## src/rtl/fp_seg_display.sv

```systemverilog
// Holds the converter's {S, E, F} result and drives a 4-digit multiplexed
// common-anode 7-segment display that reads: sign, F as hex, "E", E as a digit.
module fp_seg_display #(
    parameter int unsigned REFRESH_DIV = 100000,
    parameter int unsigned CNT_W       = 20
) (
    input  logic       clk,
    input  logic       rst,
    input  logic       load,
    input  logic       s_in,
    input  logic [2:0] e_in,
    input  logic [3:0] f_in,
    output logic [3:0] an,
    output logic [6:0] seg,
    output logic       dp,
    output logic       shown
);

    localparam logic [CNT_W-1:0] CNT_LAST = CNT_W'(REFRESH_DIV - 1);
    localparam logic [6:0]       SEG_BLANK = 7'h7F;
    localparam logic [6:0]       SEG_E     = 7'h06;
    localparam logic [6:0]       SEG_MINUS = 7'h3F;

    logic [CNT_W-1:0] cnt_q, cnt_d;
    logic [1:0]       idx_q, idx_d;
    logic             s_q, s_d;
    logic [2:0]       e_q, e_d;
    logic [3:0]       f_q, f_d;
    logic             shown_q, shown_d;
    logic [3:0]       an_q, an_d;
    logic [6:0]       seg_q, seg_d;

    function automatic logic [6:0] hex_seg(input logic [3:0] v);
        logic [6:0] r;
        case (v)
            4'h0: r = 7'h40;
            4'h1: r = 7'h79;
            4'h2: r = 7'h24;
            4'h3: r = 7'h30;
            4'h4: r = 7'h19;
            4'h5: r = 7'h12;
            4'h6: r = 7'h02;
            4'h7: r = 7'h78;
            4'h8: r = 7'h00;
            4'h9: r = 7'h10;
            4'hA: r = 7'h08;
            4'hB: r = 7'h03;
            4'hC: r = 7'h46;
            4'hD: r = 7'h21;
            4'hE: r = 7'h06;
            default: r = 7'h0E;
        endcase
        return r;
    endfunction

    always_comb begin
        cnt_d   = cnt_q + CNT_W'(1);
        idx_d   = idx_q;
        if (cnt_q == CNT_LAST) begin
            cnt_d = '0;
            idx_d = idx_q + 2'd1;
        end

        s_d     = s_q;
        e_d     = e_q;
        f_d     = f_q;
        shown_d = shown_q;
        if (load) begin
            s_d     = s_in;
            e_d     = e_in;
            f_d     = f_in;
            shown_d = 1'b1;
        end

        // Output stage looks at the current registered state, giving one cycle of latency.
        an_d  = '1;
        seg_d = SEG_BLANK;
        if (shown_q) begin
            case (idx_q)
                2'd0: begin
                    an_d  = 4'b1110;
                    seg_d = hex_seg({1'b0, e_q});
                end
                2'd1: begin
                    an_d  = 4'b1101;
                    seg_d = SEG_E;
                end
                2'd2: begin
                    an_d  = 4'b1011;
                    seg_d = hex_seg(f_q);
                end
                default: begin
                    an_d  = 4'b0111;
                    seg_d = s_q ? SEG_MINUS : SEG_BLANK;
                end
            endcase
        end
    end

    always_ff @(posedge clk) begin
        if (rst) begin
            cnt_q   <= '0;
            idx_q   <= '0;
            s_q     <= 1'b0;
            e_q     <= '0;
            f_q     <= '0;
            shown_q <= 1'b0;
            an_q    <= '1;
            seg_q   <= SEG_BLANK;
        end else begin
            cnt_q   <= cnt_d;
            idx_q   <= idx_d;
            s_q     <= s_d;
            e_q     <= e_d;
            f_q     <= f_d;
            shown_q <= shown_d;
            an_q    <= an_d;
            seg_q   <= seg_d;
        end
    end

    assign an    = an_q;
    assign seg   = seg_q;
    assign dp    = 1'b1;
    assign shown = shown_q;

endmodule

```

## config.mk

```make
export PLATFORM = sky130hd
export DESIGN_NAME = fp_seg_display
export DESIGN_NICKNAME = d
export VERILOG_FILES = /design/src/rtl/fp_seg_display.sv
export SDC_FILE = /design/constraint.sdc
export NUM_CORES = 1
export LEC_CHECK = 0
export CAP_MARGIN = 30
export CORE_AREA = 2 2 75 63
export DETAILED_ROUTE_END_ITERATION = 10
export DIE_AREA = 0 0 77 65
export PLACE_DENSITY = 0.81
export SYNTH_ARGS = -nofsm -noshare
export SYNTH_HDL_FRONTEND = slang
export SYNTH_SLANG_ARGS = --single-unit
```

## constraint.sdc

```tcl
create_clock -name clk -period 5.4 [get_ports clk]
set_clock_uncertainty 0.15 [all_clocks]
set_input_delay 1.08 -clock clk [delete_from_list [all_inputs] [get_ports clk]]
set_output_delay 1.08 -clock clk [all_outputs]
set_load 0.02 [all_outputs]
```

==> reports/metrics.cfg, run 1 <==
[power_and_ir_drop]
p_per_area_mw_per_mm2 = 272
leakage_nw = 1.11
max-vdd-ir-drop_v = 0.000135

[clock_network]
clockBufferDepth = 2
root_buffer = clkbuf_8
hold_buffers = 0
cts_tree = built
post_cts.repair.setup_buffers = 0
ctsResizeCount = 0
numCtsBuffers = 5
clock-sinks = 56
clkLatencyLatePin_ps = 310
path_clk_slew_ps = 110
htree_levels = 2

[timing]
tightest_slew_ps = 802
slew_violations = 0
whs_ps = 316
final-setup-viol-count = 0
period_needed_ps = 3350
rsz0062_at_grt = no
fin_setup_tns_ps = 0
max_slew_margin = 0.463
timing.final.crit_share = 0.621
max_freq_ghz = 0.298
hold_violations = 0

[synth]
synth_flop_cell = dfxtp_1
synthArstFlopShare = 0
ys_types = 43
ys_ff_latch = 56
synth_area_leaders = dfxtp_1 (46%), ha_1 (8.7%), mux2i_1 (5.7%)
yosys_warnings = 0
synth_area_mm2 = 0.00245
synth_edf_count = 0
yosysSeqAreaShare = 0.458
synth_top_area_share = 0.458
synthesis.instances = 249
yosys.area.top_type = dfxtp_1
syn_area_per_cell_um2 = 9.83
syn_nets = 277

[die]
die_area_mm2 = 0.00501
die_w_um = 77
die_h_um = 65
start_util = 0.563
rows = 22
coreArea_mm2 = 0.00435
ios = 24

[drt]
wl_um = 4350
drtAntennaViolNets = 0
wl_per_cell_um = 13.3
viasPerCell = 5.41
drt_first_pass_iters = 4
first_iter_violations = 101
drc = 0
vias = 1773

[grt]
grt_pass1_wl_um = 7420
overflow = 0
antenna_found_initial = 0
grt.total_usage = 0.190
grt_pass1_vias = 1652
grt_max_degree = 20

[place]
gp_congestion = 0.801
hpwlAfterDp_um = 3080
place_area_mm2 = 0.00267
portBuffers = 22

[worst_setup_path]
cp_max_fo = 9
startpoint_type = input port
worstSetupEndpointType = register
cp.arrival_ps = 3400
cpMaxStageDelayCell = clkdlybuf4s50_1
required_ps = 5450
path_class = input port to register
path_cells = clkdlybuf4s50_1 -> mux2i_1 -> nor2_1 -> inv_1 -> ha_1 -> mux4_2
cpPeakStageDelay_ps = 850

[final_layout]
drive_gt1_frac = 0.0634
finalInstanceArea_mm2 = 0.00277
synthToLayoutAreaGrowth_pct = 13.0
final_nets = 295
antenna_cells = 0

[run]
maxCapViolCount = 0

[outcome]
status = completed

[worst_hold_path]
min_path_type = register to register

[kinds of logic after synthesis]
kind of cell,share of synthesized area
other cells,0.00153
buf+inv,0.0516
xor+xnor,0.0465
simple gates,0.188
flops,0.458
fa+ha+maj,0.0869
compound gates,0.0879
mux,0.0802
[placed cells by master (no fill, tap or decap), types with 2 or more instances in the layout]
cell | Yosys | routed
o21ai_0 | 6 | 6
and4_1 | 3 | 3
nor3_1 | 5 | 5
and2_1 | 3 | 3
nand3_1 | 8 | 8
ha_1 | 17 | 17
nand4_1 | 8 | 8
nand2b_1 | 2 | 2
a21oi_1 | 9 | 9
a221o_1 | 6 | 6
nor4_1 | 4 | 4
clkinvlp_4 | 0 | 2
o31ai_1 | 2 | 2
xnor2_1 | 4 | 4
or4_1 | 2 | 2
clkbuf_8 | 0 | 5
clkdlybuf4s50_1 | 0 | 22
or2_2 | 2 | 2
or3_1 | 4 | 4
dfxtp_1 | 56 | 56
nand2_1 | 14 | 14
or2_1 | 2 | 2
inv_1 | 12 | 12
xor2_1 | 9 | 9
nor2_1 | 29 | 29
mux2i_1 | 14 | 14
o22ai_1 | 2 | 2
[power by group]
| part | switching, mW | internal, mW | leakage, nW |
|---|---|---|---|
| Combinational | 0.0383 | 0.0340 | 0.611 |
| Clock | 0.144 | 0.0946 | 0.0423 |
| Sequential | 0.00855 | 0.432 | 0.459 |
| Total | 0.191 | 0.561 | 1.11 |
[per-layer routing]
| layer | GRT usage | wire length (um) |
|---|---|---|
| met5 | 0 | 0 |
| met4 | 0.0670 | 59 |
| met3 | 0.0655 | 218 |
| met2 | 0.302 | 1920 |
| met1 | 0.243 | 2150 |
[final cells by class]
type,instances,area [um^2]
Fill cell,363,1580
Multi-Input combinational cell,169,1200
Sequential cell,56,1120
Timing Repair Buffer,22,220
Tap cell,60,75.1
Clock buffer,5,68.8
Inverter,13,53.8
Clock inverter,3,26.3
[cell usage after synthesis (3+ instances only)]
master and number:
a21oi_1 9, a221o_1 6, and2_1 3, and4_1 3, buf_2 4, buf_6 3, clkbuf_1 3, dfxtp_1 56
ha_1 17, inv_1 12, mux2i_1 14, nand2_1 14, nand3_1 8, nand4_1 8, nor2_1 29, nor3_1 5
nor4_1 4, o21ai_0 6, or3_1 4, xnor2_1 4, xor2_1 9
[worst max-delay path, delay by kind of cell]
kind,cells,cell delay [ps]
buffers and inverters,2,1020
multiplexers,2,630
AND/OR/NAND/NOR,1,340
adder cells (fa/ha/maj),1,330
[final timing paths]
path         slack, ps     start        end  cells after the start
max               2050      load   register                      6
min                320  register     seg[2]                      1
max reg2reg       3320  cnt_q[0]  cnt_q[16]                      5
min reg2reg        320  register     seg[2]                      1
[metrics by stage]
step | std cells | power, mW | utilization | setup slack, ps
after floorplan | 249 | 0.498 | - | 2680
after global placement | 320 | 0.518 | 0.614 | 1840
after detailed placement | 320 | 0.522 | 0.614 | 1720
after CTS | 328 | 0.753 | 0.636 | 2050
after global routing | 328 | 0.780 | 0.636 | 1890
final | 328 | 0.751 | 0.636 | 2050
Note: power is estimated with default switching activity, not from simulation.
==> run 2: changes to the inputs <==
--- a/config.mk
+++ b/config.mk
@@ -6,10 +6,10 @@
 export NUM_CORES = 1
 export LEC_CHECK = 0
 export CAP_MARGIN = 30
-export CORE_AREA = 2 2 75 63
+export CORE_AREA = 2 2 77 65
 export DETAILED_ROUTE_END_ITERATION = 10
-export DIE_AREA = 0 0 77 65
-export PLACE_DENSITY = 0.81
+export DIE_AREA = 0 0 79 67
+export PLACE_DENSITY = 0.77
 export SYNTH_ARGS = -nofsm -noshare
 export SYNTH_HDL_FRONTEND = slang
 export SYNTH_SLANG_ARGS = --single-unit
==> constraint.sdc (replaced) <==
create_clock -name clk -period 3.4 [get_ports clk]
set_clock_uncertainty 0.15 [all_clocks]
set_input_delay 0.68 -clock clk [delete_from_list [all_inputs] [get_ports clk]]
set_output_delay 0.68 -clock clk [all_outputs]
set_load 0.02 [all_outputs]
==> reports/metrics.cfg, run 2 (synthesis results as in run 1) <==
[outcome]
status = completed

[clock_network]
cts_tree = built
ctsResizeCount = 0  ; unchanged
clock-sinks = 56  ; unchanged
hold_buffers = 0  ; unchanged
clockBufferDepth = 2  ; unchanged
path_clk_slew_ps = 110  ; about the same
post_cts.repair.setup_buffers = 0  ; unchanged
clkLatencyLatePin_ps = 300  ; about the same
htree_levels = 2  ; unchanged
root_buffer = clkbuf_8
numCtsBuffers = 5  ; unchanged

[timing]
rsz0062_at_grt = no
max_freq_ghz = 0.375
period_needed_ps = 2670
timing.final.crit_share = 0.785
tightest_slew_ps = 795  ; -6.88 ps
slew_violations = 0  ; unchanged
fin_setup_tns_ps = 0  ; unchanged
final-setup-viol-count = 0  ; unchanged
whs_ps = 310  ; -6.71 ps
hold_violations = 0  ; unchanged
max_slew_margin = 0.468  ; +0.00460

[worst_setup_path]
cp_num_cells = 6  ; unchanged
cpPeakStageDelay_ps = 660  ; -190 ps
worstSetupEndpointType = register
reg2reg_to = cnt_q[5]
path_buf_inv = 2  ; unchanged
cp.arrival_ps = 2710  ; -690 ps
worst_path_dominant_cell_family = buffers and inverters
path_cells = clkdlybuf4s50_1 -> mux2i_1 -> nor2_1 -> inv_1 -> ha_1 -> mux4_2
path_class = input port to register
r2r_slack_ps = 1280  ; -2040 ps
cp_max_fo = 5  ; -4
cpMaxStageDelayCell = clkdlybuf4s50_1
required_ps = 3450  ; -2000 ps
ff2ff_path_depth = 5  ; unchanged
reg2reg_from = cnt_q[0]
startpoint_type = input port

[final_layout]
final_common_cell = dfxtp_1
fillers = 377  ; +3.9%
multi_input_area_mm2 = 0.00120  ; unchanged
antenna_cells = 0  ; unchanged
synthToLayoutAreaGrowth_pct = 13.5
final_nets = 297  ; +0.68%
finalInstanceArea_mm2 = 0.00278  ; +0.50%
fin_cells = 330  ; +0.61%
mostFrequentLayoutCells = dfxtp_1 (56), nor2_1 (29), clkdlybuf4s50_1 (22)
ff_latch_area_mm2 = 0.00112  ; unchanged
drive_gt1_frac = 0.0704  ; +0.00694

[grt]
grt_max_degree = 20  ; unchanged
overflow = 0  ; unchanged
antenna_found_initial = 0  ; unchanged
grt.total_usage = 0.178  ; -0.0127
grt_pass1_wl_um = 7270  ; -2.1%
grt_pass1_vias = 1614  ; -2.3%

[power_and_ir_drop]
leakage_nw = 1.12  ; +1.1%
max-vdd-ir-drop_v = 0.000234  ; +73%
p_per_area_mw_per_mm2 = 428  ; +58%

[die]
coreArea_mm2 = 0.00446  ; +2.5%
die_h_um = 67  ; +3.1%
die_w_um = 79  ; +2.6%
start_util = 0.549  ; -0.0139
die_area_mm2 = 0.00529  ; +5.8%
rows = 22  ; unchanged
ios = 24  ; unchanged

[place]
place_area_mm2 = 0.00269  ; +0.56%
portBuffers = 22  ; unchanged
dp_cells = 322  ; +0.63%
hpwlAfterDp_um = 3040  ; -1.5%
gp_congestion = 0.801  ; about the same

[worst_hold_path]
min_path_type = register to register
min_to = seg[0]
timing.hold.worst_path_depth = 1  ; unchanged

[drt]
vias = 1775  ; +0.11%
wl_um = 4140  ; -4.9%
drt_first_pass_iters = 4  ; unchanged
first_iter_violations = 164  ; +62%
drc = 0  ; unchanged
drtAntennaViolNets = 0  ; unchanged
wl_per_cell_um = 12.5  ; -5.4%
viasPerCell = 5.38  ; -0.49%

[run]
maxCapViolCount = 0  ; unchanged

## run 2: cell types whose count changed in the layout (fill, tap and decap cells not counted)
cell / change
inv_8: -1
clkinvlp_4: -1
buf_4: +2
inv_6: +2
## run 2: routing by layer
metal	GRT usage	routed length, um
met5	0	0
met3	0.0352	211
met4	0.0819	82
met1	0.246	2100
met2	0.266	1740
## run 2: where the power goes
| group | switching [mW] | leakage (nW) | internal [mW] | total, mW |
|---|---|---|---|---|
| combinational | 0.0588 | 0.621 | 0.0556 | 0.114 |
| sequential | 0.0129 | 0.459 | 0.686 | 0.699 |
| clock | 0.227 | 0.0452 | 0.151 | 0.377 |
## run 2: per-stage QoR
stage / util / setup WS, ps / total power, mW
final: 0.623 / 732 / 1.19
after global routing: 0.623 / 593 / 1.25
after CTS: 0.623 / 742 / 1.20
after detailed placement: 0.602 / 404 / 0.829
after global placement: 0.602 / 467 / 0.826
after floorplan: - / 1080 / 0.791
## run 2: cell type report
cell class	count	area share
multi-input cells	169	0.432
repair buffers	24	0.0846
flip-flops and latches	56	0.403
clock buffers	5	0.0248
inverters	13	0.0194
clock inverters	3	0.00900
well taps	60	0.0270
## run 2: how the worst max path moves through the flow
stage,endpoint,startpoint
2_1_floorplan,register,load
3_3_place_gp,register,load
3_5_place_dp,register,load
4_1_cts,register,load
5_1_grt,register,load
6_report,register,load
